File: config.mk
export PLATFORM = sky130hd
export DESIGN_NAME = instr_fetch
export DESIGN_NICKNAME = d
export VERILOG_FILES = /design/src/rtl/mips_pkg.sv /design/src/rtl/if_buffer.sv /design/src/rtl/instr_fetch.sv
export SDC_FILE = /design/constraint.sdc
export NUM_CORES = 1
export LEC_CHECK = 0
export BUFFER_PORTS_ARGS = -buffer_cell sky130_fd_sc_hd__buf_2
export CAP_MARGIN = 20
export CORE_MARGIN = 2
export CORE_UTILIZATION = 59
export CTS_CLUSTER_DIAMETER = 200
export DETAILED_ROUTE_END_ITERATION = 16
export GPL_ROUTABILITY_DRIVEN = 0
export PLACE_DENSITY_LB_ADDON = 0.25
export REMOVE_ABC_BUFFERS = 1
export SLEW_MARGIN = 20
export SYNTH_ARGS = -nofsm -noshare
export SYNTH_HDL_FRONTEND = slang
export SYNTH_SLANG_ARGS = --single-unit
File: constraint.sdc
create_clock -name clk -period 6.78 [get_ports clk]
set_clock_uncertainty 0.05 [all_clocks]
set_input_delay 0.678 -clock clk [delete_from_list [all_inputs] [get_ports clk]]
set_output_delay 0.678 -clock clk [all_outputs]
set_load 0.02 [all_outputs]
File: src/rtl/mips_pkg.sv
// Shared MIPS fetch/decode definitions: opcodes, NOP word, reset PC and fetch state encoding.
// Imported by the fetch stage and its instruction buffer.
package mips_pkg;

    localparam logic [5:0]  OP_RTYPE     = 6'b000000;
    localparam logic [5:0]  OP_J         = 6'b000010;
    localparam logic [5:0]  OP_LW        = 6'b100011;
    localparam logic [5:0]  OP_SW        = 6'b101011;
    localparam logic [5:0]  OP_BEQ       = 6'b000100;
    localparam logic [5:0]  OP_ADDI      = 6'b001000;
    localparam logic [31:0] INSTR_NOP    = 32'h0000_0000;
    localparam logic [31:0] RESET_PC_DEF = 32'h0000_0000;

    typedef enum logic [1:0] {
        S_IDLE = 2'd0,
        S_REQ  = 2'd1,
        S_RSP  = 2'd2
    } fetch_state_e;

    typedef struct packed {
        logic [31:0] pc;
        logic [31:0] instr;
    } if_entry_t;

    function automatic logic [31:0] word_align(input logic [31:0] addr);
        return {addr[31:2], 2'b00};
    endfunction

endpackage

File: src/rtl/if_buffer.sv
// Two-entry {pc,instr} queue between imem responses and decode; head visible same cycle it is written+1.
// Caller never pushes into a full queue unless it also pops; flush wins over push and pop.
module if_buffer
    import mips_pkg::*;
(
    input  logic      clk,
    input  logic      rst_n,
    input  logic      push,
    input  if_entry_t push_entry,
    input  logic      pop,
    input  logic      flush,
    output logic [1:0] count,
    output logic      head_valid,
    output if_entry_t head_entry
);

    if_entry_t entries [2];
    logic      wr_ptr;
    logic      rd_ptr;

    always_ff @(posedge clk or negedge rst_n) begin
        if (!rst_n) begin
            entries[0] <= '0;
            entries[1] <= '0;
            wr_ptr     <= 1'b0;
            rd_ptr     <= 1'b0;
            count      <= 2'd0;
        end else if (flush) begin
            wr_ptr <= 1'b0;
            rd_ptr <= 1'b0;
            count  <= 2'd0;
        end else begin
            // When full, push+pop writes the slot being vacated by the head.
            if (push) begin
                entries[wr_ptr] <= push_entry;
                wr_ptr          <= ~wr_ptr;
            end
            if (pop) begin
                rd_ptr <= ~rd_ptr;
            end
            count <= count + {1'b0, push} - {1'b0, pop};
        end
    end

    assign head_valid = (count != 2'd0);
    assign head_entry = entries[rd_ptr];

endmodule

File: src/rtl/instr_fetch.sv
// Fetch stage: one outstanding imem read, 2-entry instruction queue, redirect flush; rsp -> if_valid in 1 cycle.
// Decode stall only holds the queue; fetch parks in S_IDLE when the queue would be full.
module instr_fetch
    import mips_pkg::*;
#(
    parameter logic [31:0] RESET_PC  = RESET_PC_DEF,
    parameter int          BUF_DEPTH = 2
) (
    input  logic        clk,
    input  logic        rst_n,
    output logic        imem_req_valid,
    input  logic        imem_req_ready,
    output logic [31:0] imem_req_addr,
    input  logic        imem_rsp_valid,
    input  logic [31:0] imem_rsp_data,
    input  logic        redirect_valid,
    input  logic [31:0] redirect_pc,
    input  logic        stall,
    output logic        if_valid,
    output logic [31:0] if_instr,
    output logic [31:0] if_pc,
    output logic [31:0] if_pc4,
    output logic [5:0]  op_c,
    output logic [5:0]  fnc,
    output logic        misalign_err
);

    localparam logic [2:0] DEPTH = 3'(BUF_DEPTH);

    fetch_state_e state, state_nxt;
    logic [31:0]  fetch_pc, fetch_pc_nxt;
    logic         discard, discard_nxt;
    logic [1:0]   count;
    logic         head_valid;
    if_entry_t    head_entry;
    if_entry_t    push_entry;
    logic         push;
    logic         pop;
    logic [2:0]   level;

    // A redirect invalidates the displayed head, so it is never consumed that cycle.
    assign pop        = head_valid && !stall && !redirect_valid;
    assign push_entry = {fetch_pc - 32'd4, imem_rsp_data};

    always_comb begin
        state_nxt    = state;
        fetch_pc_nxt = fetch_pc;
        discard_nxt  = discard;
        push         = 1'b0;
        level        = {1'b0, count} - {2'b0, pop};
        case (state)
            S_IDLE: begin
                if (level < DEPTH) begin
                    state_nxt = S_REQ;
                end
            end
            S_REQ: begin
                if (imem_req_ready) begin
                    state_nxt    = S_RSP;
                    fetch_pc_nxt = fetch_pc + 32'd4;
                end
            end
            S_RSP: begin
                if (imem_rsp_valid) begin
                    push        = !discard && !redirect_valid;
                    discard_nxt = 1'b0;
                    level       = level + {2'b0, push};
                    state_nxt   = (level < DEPTH) ? S_REQ : S_IDLE;
                end
            end
            default: begin
                state_nxt = S_IDLE;
            end
        endcase

        // An accepted-but-unanswered request must have its response swallowed.
        if (redirect_valid) begin
            fetch_pc_nxt = word_align(redirect_pc);
            if ((state == S_RSP && !imem_rsp_valid) || (state == S_REQ && imem_req_ready)) begin
                discard_nxt = 1'b1;
            end
            if (state == S_IDLE) begin
                state_nxt = S_REQ;
            end
        end
    end

    always_ff @(posedge clk or negedge rst_n) begin
        if (!rst_n) begin
            state        <= S_IDLE;
            fetch_pc     <= RESET_PC;
            discard      <= 1'b0;
            misalign_err <= 1'b0;
        end else begin
            state    <= state_nxt;
            fetch_pc <= fetch_pc_nxt;
            discard  <= discard_nxt;
            if (redirect_valid && (redirect_pc[1:0] != 2'b00)) begin
                misalign_err <= 1'b1;
            end
        end
    end

    if_buffer u_if_buffer (
        .clk        (clk),
        .rst_n      (rst_n),
        .push       (push),
        .push_entry (push_entry),
        .pop        (pop),
        .flush      (redirect_valid),
        .count      (count),
        .head_valid (head_valid),
        .head_entry (head_entry)
    );

    assign imem_req_valid = (state == S_REQ);
    assign imem_req_addr  = fetch_pc;
    assign if_valid       = head_valid;
    assign if_instr       = head_valid ? head_entry.instr : INSTR_NOP;
    assign if_pc          = head_valid ? head_entry.pc : 32'h0000_0000;
    assign if_pc4         = if_pc + 32'd4;
    assign op_c           = if_instr[31:26];
    assign fnc            = if_instr[5:0];

endmodule

======== After elaboration in Yosys (flattened, before gate mapping) ========
Index checks and enable logic that the tools add are counted.
word-level totals
  register bits ........................... 168
  latch bits .............................. 0
  bits in writable memories ............... 0
  memory bits (read-only) ................. 0
  input bits .............................. 70
  output and inout bits ................... 143
  logic and storage cells ................. 80
  memories kept ........................... 0
operators by class
  $add $sub $neg .......................... 7
  $mul .................................... 0
  div/mod/pow operators ................... 0
  magnitude comparators ................... 5
  eq/ne operators ......................... 2
  shifts and indexed selects .............. 0
  muxes and demuxes ....................... 29
  bitwise gates (word level) .............. 5
  reduce and logical (&&, ||, !) cells .... 21
operators with widths
  operator                                                  number
  2-to-1 mux 64 bit                                         4
  2-to-1 mux 32 bit                                         5
  bitwise mux 128 bit                                       1
  adder 32 x 3 -> 32 bit, second input constant             2
  demux 64 bit (select 1 bit)                               1
  subtractor 32 x 3 -> 32 bit, second input constant        1
  2-to-1 mux 2 bit                                          6
  nonzero test 2 bit                                        6
  2-to-1 mux 1 bit                                          11
  logical AND 1 bit                                         7
  < comparator 3 x 2 -> 1 bit, second input constant        2
  one-hot mux 2 bit (3 select lines)                        1
  greater-or-equal comparator 2 bit, second input constant  2
  zero test 1 bit                                           4
  NOT 1 -> 2 bit                                            2
  AND reduction 2 bit                                       2
  adder 3 x 1 -> 3 bit                                      1
  NOT 1 bit                                                 3
  subtractor 2 x 1 -> 3 bit                                 1
  adder 2 x 1 -> 2 bit                                      1
  equality test 2 x 1 -> 1 bit, second input constant       1
  equality test 2 bit, second input constant                1
  zero test 2 bit                                           1
  < comparator 2 x 1 -> 1 bit, second input constant        1
  other kinds (2)                                           2

======== Longest topological paths before layout ========
Gate-level depths: netlist of run 1.
  depth in word-level cells ............... 11
  gate-level depth with buffers ........... 12
  gate-level depth less buffers ........... 8

======== Modules after synthesis ========
Synthesis of run 1 repeated with hierarchy kept, for this count alone.
unflattened totals
  cells, all modules ...................... 885
  area total of the unflattened synthesis .. 9,985.8 um^2
by module, submodules not included
  module       times used  cells each  area an instance (um^2)  seq. area each (um^2)
  if_buffer    1           359         6,144.6                  3,303.2
  instr_fetch  1           526         3,841.2                  850.8

======== Least setup slack after synthesis of run 1 ========
No wires, ideal clock.
  path type ............................... register to output
  start point ............................. reg u_if_buffer.rd_ptr
  end point ............................... out if_pc4[28]
  data arrival time ....................... 2,854 ps
  required time ........................... 6,052 ps
  setup slack ............................. 3,198 ps
  stages on the path, launching flop included .. 13
  buffers on the path ..................... 5
  cells stage by stage .................... dfrtp_1 > buf_6 > buf_4 > buf_6 > buf_2 > mux2_2 > nand2_1 > inv_1 > ha_1 > nand4_1 > buf_2 > nor4_2 > xor2_1
on the way
  longest elaborated chain between the ends .. 6
ends and longest elaborated chain
  what                                                   line                RTL
  start, declared                                        if_buffer.sv:19     logic rd_ptr;
  start signal, assigned                                 if_buffer.sv:39     rd_ptr <= ~rd_ptr;
  NOT 1 -> 2 bit (implied by the code)                   if_buffer.sv:46     assign head_entry = entries[rd_ptr];
  2-to-1 mux 64 bit (implied by the code) (3 in series)  if_buffer.sv:46
  2-to-1 mux 32 bit                                      instr_fetch.sv:120  assign if_pc = head_valid ? head_entry.pc : 32'h0000_0000;
  via if_pc[2]                                           instr_fetch.sv:21   output logic [31:0] if_pc,
  adder 32 x 3 -> 32 bit                                 instr_fetch.sv:121  assign if_pc4 = if_pc + 32'd4;
  end, declared                                          instr_fetch.sv:22   output logic [31:0] if_pc4,
The timed path passes the listed nets, and every way through them passes these cells. The select of a mux whose other input is x is not followed.

======== Worst setup path in the final report of run 1 ========
  start point ............................. reg u_if_buffer.rd_ptr
  end point ............................... out if_pc4[30]
on the way
  longest elaborated chain between the ends .. 6
ends and longest elaborated chain
  what                                                   line
  NOT 1 -> 2 bit (implied by the code)                   if_buffer.sv:46
  2-to-1 mux 64 bit (implied by the code) (3 in series)  if_buffer.sv:46
  2-to-1 mux 32 bit                                      instr_fetch.sv:120
  adder 32 x 3 -> 32 bit                                 instr_fetch.sv:121
No other way between the ends. The select of a mux whose other input is x is not followed.

==> impl_results.md, run 1 <==
- Placed wire-length estimate: 14800 µm
- Final Critical Period: 4.32 ns
- Grt ovf: 0
- Synth Cell Area: 9110 µm²
- Worst skew pair latency: 0.43 ns
- Sink Count: 162
- Psw: 0.830 mW
- # hold bufs at CTS: 0
- CTS tree: done
- Yosys top cell by area: dfrtp_1
- Largest net degree at the start of global routing: 105
- Fillers: 1221
- WP data arrival: 3.59 ns
- Share of cells above drive strength 1: 25.9%
- Total CTS buffers: 17
- Die Wd: 128 µm
- Area of the core: 15100 µm²
- Syn Area/Cell: 9.08 µm²
- Resize count post-CTS: 0
- Pwr/cell area: 255 nW/µm²
- Drt total wl: 21400 µm
- Final Max Tran Viols: 0
- Status: finished, final reports clean
- Tcrit/Tclk final: 63.7%
- Pre-CTS WS: 2.93 ns
- Initial antenna violation count: 0
- RSZ-0062 raised after global routing: false
- Number of synthesized flops with an enable pin: 0
- Final Hold Fails: 0
- Multi-input gate area: 4600 µm²
- WL/cell: 15.8 µm
- Initial core utilization: 60.2%
- Gr usage total: 26.8%
- Post-synth ARST share: 100%
- Top-area cell type share of the netlist area: 44.5%
- Worst Setup End Kind: output port
- First-pass GRT wire length: 35100 µm
- Yosys reg bits: 162
- Class of the most critical setup path: reg -> out
- FF+latch area: 4060 µm²
- Setup_tns: 0 ns
- Worst-margin pin slew: 0.940 ns
- # setup viols final: 0
- Startpoint Class: flip-flop
- Synthesized instance count: 1003
- Row Count: 45
- Hold WC Path Type: in -> async
- # port buffers: 206
- Setup ws final: 2.46 ns
- Slew HR: 37.3%
- TritonRoute pass-1 iters: 5
- Top cells by area, synth: dfrtp_1 44%, nand2_1 8.8%, mux2i_1 6.7%
- DRT antenna net count: 0
- N_diodes: 0
- Clock root cell: clkbuf_16
- Sequential power share: 47.1%
- Peak supply drop: 190 µV
- WP data required: 6.05 ns
- Die area: 16500 µm²
- Internal power: 1.88 mW
- Number of distinct library cells after synthesis: 54
- Max H-tree Level: 4
- Gate power share: 17.6%
- Clock network power share: 35.4%
- CP Max Fanout: 62
- Switching Fraction: 30.7%
- Final net count: 1231
- Vias in the first global route: 7095
- Setup Buffers After CTS: 0
- Max-Cap Viols: 0
- Top-count cell post-synth: nand2_1
- Layout area overhead: 16.6%
- DRC violation count after routing: 0
- Routed vias/inst: 5.56
- Top cells by count, synth: 214 x nand2_1, 162 x dfrtp_1, 94 x o21ai_0
- Top_reg_cell synth: dfrtp_1
- Die height: 128 µm
- Clock Path Buffers: 2
- Leakage: 5.06 nW
- Synthesis Warnings: 0
- Via count: 7534
- I/O pins: 213
- Initial DRC Count: 378
- Register area share after synthesis: 44.5%
- Clk slew on worst S/H paths: 0.07 ns
- Fmax: 232 MHz
power groups by stage:
stage	registers [mW]	logic (mW)	clock network [mW]
2_1_floorplan	1.27	0.308	0
3_3_place_gp	1.28	0.456	0
3_5_place_dp	1.29	0.476	0
4_1_cts	1.27	0.481	0.973
5_1_grt	1.30	0.547	1.01
6_report	1.27	0.475	0.959
per-layer routing:
layer / vias to the layer above / routed length [µm] / track usage, %
met1: 3613 / 9880 / 37.6
met4: 0 / 373 / 8.27
met2: 203 / 10200 / 43.4
li1: 3694 / - / -
met5: - / 0 / 0
met3: 24 / 982 / 4.13
state kept, by name, indices dropped and copies added, names as in the netlist:
signal,cells
misalign_err,1
u_if_buffer.rd_ptr,1
u_if_buffer.entries,124
state,2
u_if_buffer.count,2
u_if_buffer.wr_ptr,1
discard,1
imem_req_addr,30
worst max-delay path: stages (launching register included):
cell	delay, ns
dfrtp_4	0.65
buf_4	0.79
mux2i_1	0.33
a211oi_2	0.30
nand4_2	0.29
nor4_2	0.39
xor2_1	0.19
buf_2	0.19
path summary, 6_finish.rpt:
path | from | to | slack (ns) | depth (start not counted)
min in group clk | imem_rsp_data[18] | u_if_buffer.entries[82] | 0.40 | 3
hold / removal | rst_n | state[1] | 0.30 | 1
setup / recovery | u_if_buffer.rd_ptr | if_pc4[30] | 2.46 | 7
max in group asynchronous | rst_n | u_if_buffer.rd_ptr | 4.94 | 2
hold reg to reg | misalign_err | misalign_err | 0.41 | 1
setup reg to reg | imem_req_addr[2] | u_if_buffer.entries[118] | 4.05 | 7
per-stage QoR:
step	area, µm²	hold WS (ns)	power, mW	instances	util, %
2_1_floorplan	8670	0.332	1.58	923	-
3_3_place_gp	10000	0.399	1.74	1324	66.2
3_5_place_dp	10000	0.403	1.76	1324	66.2
4_1_cts	10600	0.345	2.73	1356	70.2
5_1_grt	10600	0.400	2.86	1356	70.2
6_report	10600	0.298	2.71	1356	70.2
area by class of cell:
| cell class | instances | share of cell area (%) |
|---|---|---|
| inverter | 13 | 0.459 |
| tap | 188 | 2.21 |
| timing repair buffer | 213 | 10.3 |
| sequential | 162 | 38.2 |
| clock inverter | 14 | 1.46 |
| multi-input combinational | 748 | 43.3 |
| clock buffer | 18 | 4.13 |
placed cells by master, fill, tap and decap left out, drive strengths merged, types with 5 or more instances in the layout:
cell	Yosys	final
xnor2	37	37
clkinv	0	8
inv	13	16
nand2b	9	9
mux2i	61	61
nand2	214	214
nor3	31	31
ha	6	6
nor4	20	20
nand3	37	37
nor2	77	77
and3	6	6
xor2	45	45
dfrtp	162	162
a211oi	5	5
o21ai	96	96
conb	1	6
mux2	33	33
buf	48	213
nand3b	8	8
nand4	22	22
clkbuf	37	18
logic make-up (layout without fill, tap and decap cells):
| logic type | after synthesis | after routing | synth area share (%) |
|---|---|---|---|
| flops | 162 | 162 | 44.5 |
| compound gates | 115 | 115 | 7.03 |
| simple gates | 445 | 445 | 23.4 |
| mux | 94 | 94 | 10.8 |
| xor+xnor | 82 | 82 | 7.88 |
| fa+ha+maj | 6 | 6 | 0.824 |
| buf+inv | 98 | 258 | 5.56 |
| other cells | 1 | 6 | 0.0412 |
Note: power is estimated with default switching activity, not from simulation.
==> run 2: changes to the inputs <==
Settings changed: CORE_UTILIZATION 59 to 49.
Clock period 6.78 ns to 3.8 ns, I/O delays scaled along.
==> run 2 against run 1 <==
  * Total power grew 83%
  * Critical path type unchanged
  * Worst hold slack lost 0.20 ns
  * Utilization shrank 11 points
  * First-iteration DRC count grew 29%
  * Final area grew 1.5%
  * Clock power grew 90%
==> impl_results.md, run 2 (synthesis results as in run 1) <==
- Max H-tree Level: 4 (unchanged)
- DRT antenna net count: 0 (unchanged)
- # port buffers: 206 (unchanged)
- Status: finished, final reports clean
- Fillers: 1657 (+36%)
- Max-Cap Viols: 0 (unchanged)
- Sink Count: 162 (unchanged)
- Largest reg by FF count: u_if_buffer.entries
- Clk slew on worst S/H paths: 0.07 ns (about the same)
- Vias in the first global route: 7302 (+2.9%)
- Startpoint Class: flip-flop
- Initial core utilization: 50.4% (-9.8 points)
- Total CTS buffers: 17 (unchanged)
- CP Max Fanout: 26 (-58%)
- I/O pins: 213 (unchanged)
- WL/cell: 15.9 µm (+0.76%)
- Initial antenna violation count: 0 (unchanged)
- Largest net degree at the start of global routing: 94 (-10%)
- Worst-margin pin slew: 1.02 ns (+0.0821 ns)
- Row Count: 49 (+8.9%)
- Final Max Tran Viols: 0 (unchanged)
- Via count: 7494 (-0.53%)
- Tcrit/Tclk final: 91.8%
- Pwr/cell area: 459 nW/µm² (+80%)
- Slew HR: 31.9% (-5.5 points)
- Grt ovf: 0 (unchanged)
- Multi-input gate area: 4600 µm² (unchanged)
- Final net count: 1238 (+0.57%)
- Die area: 19700 µm² (+20%)
- Worst Setup End Kind: output port
- Resize count post-CTS: 0 (unchanged)
- Layout area overhead: 18.4%
- WP data required: 3.37 ns (-2.68 ns)
- Hold WC Path Type: in -> reg
- WP data arrival: 3.06 ns (-0.53 ns)
- TritonRoute pass-1 iters: 4 (-1)
- Share of cells above drive strength 1: 26.1% (+0.19 points)
- Fmax: 287 MHz
- Setup_tns: 0 ns (unchanged)
- Leakage: 5.11 nW (+0.92%)
- Gr usage total: 23.4% (-3.4 points)
- Initial DRC Count: 489 (+29%)
- First-pass GRT wire length: 37200 µm (+5.9%)
- Die Wd: 140 µm (+9.4%)
- DRC violation count after routing: 0 (unchanged)
- Class of the most critical setup path: reg -> out
- Clock Path Buffers: 2 (unchanged)
- CTS tree: done
- Placed wire-length estimate: 15600 µm (+5.7%)
- Worst skew pair latency: 0.43 ns (about the same)
- Peak supply drop: 342 µV (+80%)
- Die height: 140 µm (+9.4%)
- Routed vias/inst: 5.34 (-3.9%)
- Clock root cell: clkbuf_16
- Final Hold Fails: 0 (unchanged)
- # setup viols final: 0 (unchanged)
- Drt total wl: 22400 µm (+4.3%)
- Final Util: 59.6% (-11 points)
- N_diodes: 0 (unchanged)
- Area of the core: 18100 µm² (+19%)
- Max reg flops: 124 (unchanged)
- Final Critical Period: 3.49 ns
- Most common cell after layout, fill and taps aside: nand2_1
- FF+latch area: 4060 µm² (unchanged)
- RSZ-0062 raised after global routing: false
- Most frequent cells in the layout: 214 x nand2_1, 205 x buf_2, 161 x dfrtp_1, 94 x o21ai_0, 73 x nor2_1
[run 2: area by class of cell]
class / instances / share of cell area, %
inverters: 13 / 0.452
well taps: 229 / 2.66
clock inverters: 12 / 1.67
repair buffers: 220 / 10.8
multi-input cells: 748 / 42.6
flip-flops and latches: 162 / 37.6
clock buffers: 20 / 4.14
[run 2: repair_timing]
item                                    CTS  global route
setup buffers                             0             1
endpoints found under the setup margin    0             2
endpoints found under the hold margin     3             0
hold buffers                              1             0
[run 2: power by group]
group / switching [mW] / internal [mW]
Clock: 0.703 / 1.12
Combinational: 0.505 / 0.347
Sequential: 0.258 / 2.02
[run 2: through the flow]
| stage | power [mW] | std cells | instance area, µm² | hold WS [ns] | setup slack (ns) |
|---|---|---|---|---|---|
| CTS | 4.99 | 1403 | 10800 | 0.0904 | 0.136 |
| finish | 4.95 | 1404 | 10800 | 0.102 | 0.313 |
| global route | 5.23 | 1404 | 10800 | 0.105 | 0.176 |
| global placement | 3.12 | 1370 | 10100 | 0.395 | 0.715 |
| floorplan | 2.82 | 923 | 8670 | 0.0344 | -1.89 |
| detailed placement | 3.15 | 1370 | 10100 | 0.406 | 0.611 |
[run 2: critical path, cell delays in order (launching register included)]
cell and delay (ns):
dfrtp_4 0.56, buf_4 0.34, buf_4 0.30, mux2i_1 0.10, nor2_1 0.23, nand3_2 0.22
nor4_1 0.51, xor2_1 0.18, buf_2 0.18
[run 2: final timing paths]
| kind | slack [ns] | startpoint | endpoint | cells past startpoint |
|---|---|---|---|---|
| hold reg to reg | 0.42 | misalign_err | misalign_err | 1 |
| hold / removal | 0.10 | redirect_pc[23] | imem_req_addr[23] | 3 |
| setup / recovery | 0.31 | u_if_buffer.rd_ptr | if_pc4[31] | 8 |
| min in group asynchronous | 0.52 | rst_n | u_if_buffer.entries[31] | 2 |
| max in group asynchronous | 2.37 | rst_n | imem_req_addr[12] | 3 |
| setup reg to reg | 1.01 | imem_req_addr[2] | u_if_buffer.entries[118] | 7 |
[run 2: metal layers]
metal	part of all wire, %	global-route usage, %	vias to the layer above	wire length [µm]
li1	-	-	3704	-
met1	47	32.6	3546	10500
met2	46	36.7	200	10200
met3	4.3	3.66	44	956
met4	2.9	9.68	0	650
met5	0	0	-	0
==> run 3: changes to the inputs <==
Settings changed: MAX_ROUTING_LAYER from default to met4, REMOVE_ABC_BUFFERS 1 to default.
==> run 3 against run 2 <==
  * Die area unchanged
  * Wire length decreased by 2.0%
  * Via count is 0.40% lower
  * First-iteration DRC count down 17%
  * Combinational power rose by 2%
  * Worst hold slack better by 0.0049 ns
  * Worst setup slack got worse by 0.039 ns
  * Sequential power is essentially flat
  * Critical path depth fell by 2
  * Highest routed layer unchanged
==> impl_results.md, run 3 (synthesis results as in run 1) <==
- WP data required: 3.37 ns (about the same)
- Clock Path Buffers: 2 (unchanged)
- Leakage: 5.07 nW (-0.65%)
- Class of the most critical setup path: reg -> out
- Via count: 7464 (-0.40%)
- First-pass GRT wire length: 35700 µm (-3.9%)
- Fmax: 284 MHz (-1.1%)
- Total CTS buffers: 17 (unchanged)
- Clk slew on worst S/H paths: 0.07 ns (about the same)
- Post-DP Area: 10100 µm² (-0.20%)
- Worst Setup End Kind: output port
- WP data arrival: 3.10 ns (+0.04 ns)
- TritonRoute pass-1 iters: 5 (+1)
- Hold slack: 0.107 ns (+0.00490 ns)
- Cell Count Post-Placement: 1369 (-0.073%)
- Final Hold Fails: 0 (unchanged)
- Resize count post-CTS: 0 (unchanged)
- Max reg flops: 124 (unchanged)
- Most frequent cells in the layout: 214 x nand2_1, 205 x buf_2, 161 x dfrtp_1, 94 x o21ai_0, 73 x nor2_1
- DRT antenna net count: 0 (unchanged)
- DRC violation count after routing: 0 (unchanged)
- # setup viols final: 0 (unchanged)
- Setup ws final: 0.274 ns (-0.0387 ns)
- Grt ovf: 0 (unchanged)
- Worst skew pair latency: 0.42 ns (about the same)
- Clock root cell: clkbuf_16
- Placed wire-length estimate: 15300 µm (-2.0%)
- Max H-tree Level: 4 (unchanged)
- Row Count: 49 (unchanged)
- Final Critical Period: 3.53 ns (+0.0387 ns)
- Status: finished, final reports clean
- Drt total wl: 21900 µm (-2.0%)
- Setup_tns: 0 ns (unchanged)
- Hold WC Path Type: in -> reg
- Sink Count: 162 (unchanged)
- Peak supply drop: 396 µV (+16%)
- WL/cell: 15.6 µm (-2.0%)
- I/O pins: 213 (unchanged)
- Die height: 140 µm (unchanged)
- Share of cells above drive strength 1: 26.2% (+0.045 points)
- Gr usage total: 23.2% (-0.24 points)
- Area of the core: 18100 µm² (unchanged)
- Slew HR: 34.2% (+2.4 points)
- RSZ-0062 raised after global routing: false
- Initial antenna violation count: 1 (+1)
- Largest net degree at the start of global routing: 94 (unchanged)
- Die area: 19700 µm² (unchanged)
- Worst-margin pin slew: 0.986 ns (-0.0356 ns)
- Initial core utilization: 50.4% (unchanged)
- Die Wd: 140 µm (unchanged)
- Final Max Tran Viols: 0 (unchanged)
- Pwr/cell area: 457 nW/µm² (-0.39%)
- Pre-CTS WS: 0.710 ns (+0.0984 ns)
- CTS tree: done
- Largest reg by FF count: u_if_buffer.entries
- Post-Layout Cell Count: 1403 (-0.071%)
- Design area: 10700 µm² (-0.49%)
- Most common cell after layout, fill and taps aside: nand2_1
- Startpoint Class: flip-flop
- # port buffers: 206 (unchanged)
- Setup Buffers After CTS: 0 (unchanged)
- Tcrit/Tclk final: 92.8% (+1.0 points)
- Initial DRC Count: 408 (-17%)
- Layout area overhead: 17.8%
- CP Max Fanout: 33 (+27%)
- Final net count: 1236 (-0.16%)
- Vias in the first global route: 6988 (-4.3%)
- Routed vias/inst: 5.32 (-0.33%)
- Max-Cap Viols: 0 (unchanged)
==> run 3: per-stage QoR <==
stage                     power (mW)  utilization, %
after global routing            5.19            59.3
after detailed placement        3.17            55.9
after floorplan                 2.85               -
after global placement          3.14            55.9
final                           4.91            59.3
after CTS                       4.95            59.3
==> run 3: worst paths after layout <==
path | start | endpoint | slack, ns | cells after the start
worst max-delay path | u_if_buffer.rd_ptr | if_pc4[30] | 0.27 | 6
worst min-delay path | imem_rsp_data[28] | u_if_buffer.entries[92] | 0.11 | 3
worst max register to register | imem_req_addr[2] | u_if_buffer.entries[50] | 1.10 | 7
worst min register to register | misalign_err | misalign_err | 0.42 | 1
max in group asynchronous | rst_n | u_if_buffer.entries[1] | 2.24 | 3
min in group asynchronous | rst_n | imem_req_addr[5] | 0.53 | 2
==> run 3: layout make-up <==
type,count,area (µm²)
timing repair buffer,218,1130
fill,1635,7350
clock inverter,15,181
multi-input combinational,748,4600
antenna,1,2.50
tap,229,287
sequential,162,4060
inverter,13,48.8
clock buffer,17,425
==> run 3: what timing repair did <==
action,in CTS,in global routing
setup endpoints to repair,0,0
endpoints found under the hold margin,4,0
hold buffers,1,0
==> run 3: per-layer routing <==
| layer | up-vias | GRT usage (%) | part of all wire (%) |
|---|---|---|---|
| met5 | - | - | 0 |
| met4 | 0 | 6.59 | 1.6 |
| met3 | 23 | 3.73 | 4.8 |
| met2 | 211 | 34.5 | 45 |
| met1 | 3532 | 33.0 | 49 |
| li1 | 3698 | - | - |
==> run 3: critical path, cell delays in order (launching register included) <==
cell      delay [ns]
dfrtp_4         0.67
nand3b_1        0.25
a211oi_2        0.36
nand4_1         0.54
nor4_2          0.49
xor2_1          0.17
buf_2           0.18
==> run 3: report_power, final <==
part	leakage (nW)	switching, mW	internal (mW)
Clock	0.283	0.722	1.04
Sequential	2.15	0.262	2.02
Combinational	2.64	0.522	0.345
Total	5.07	1.51	3.40
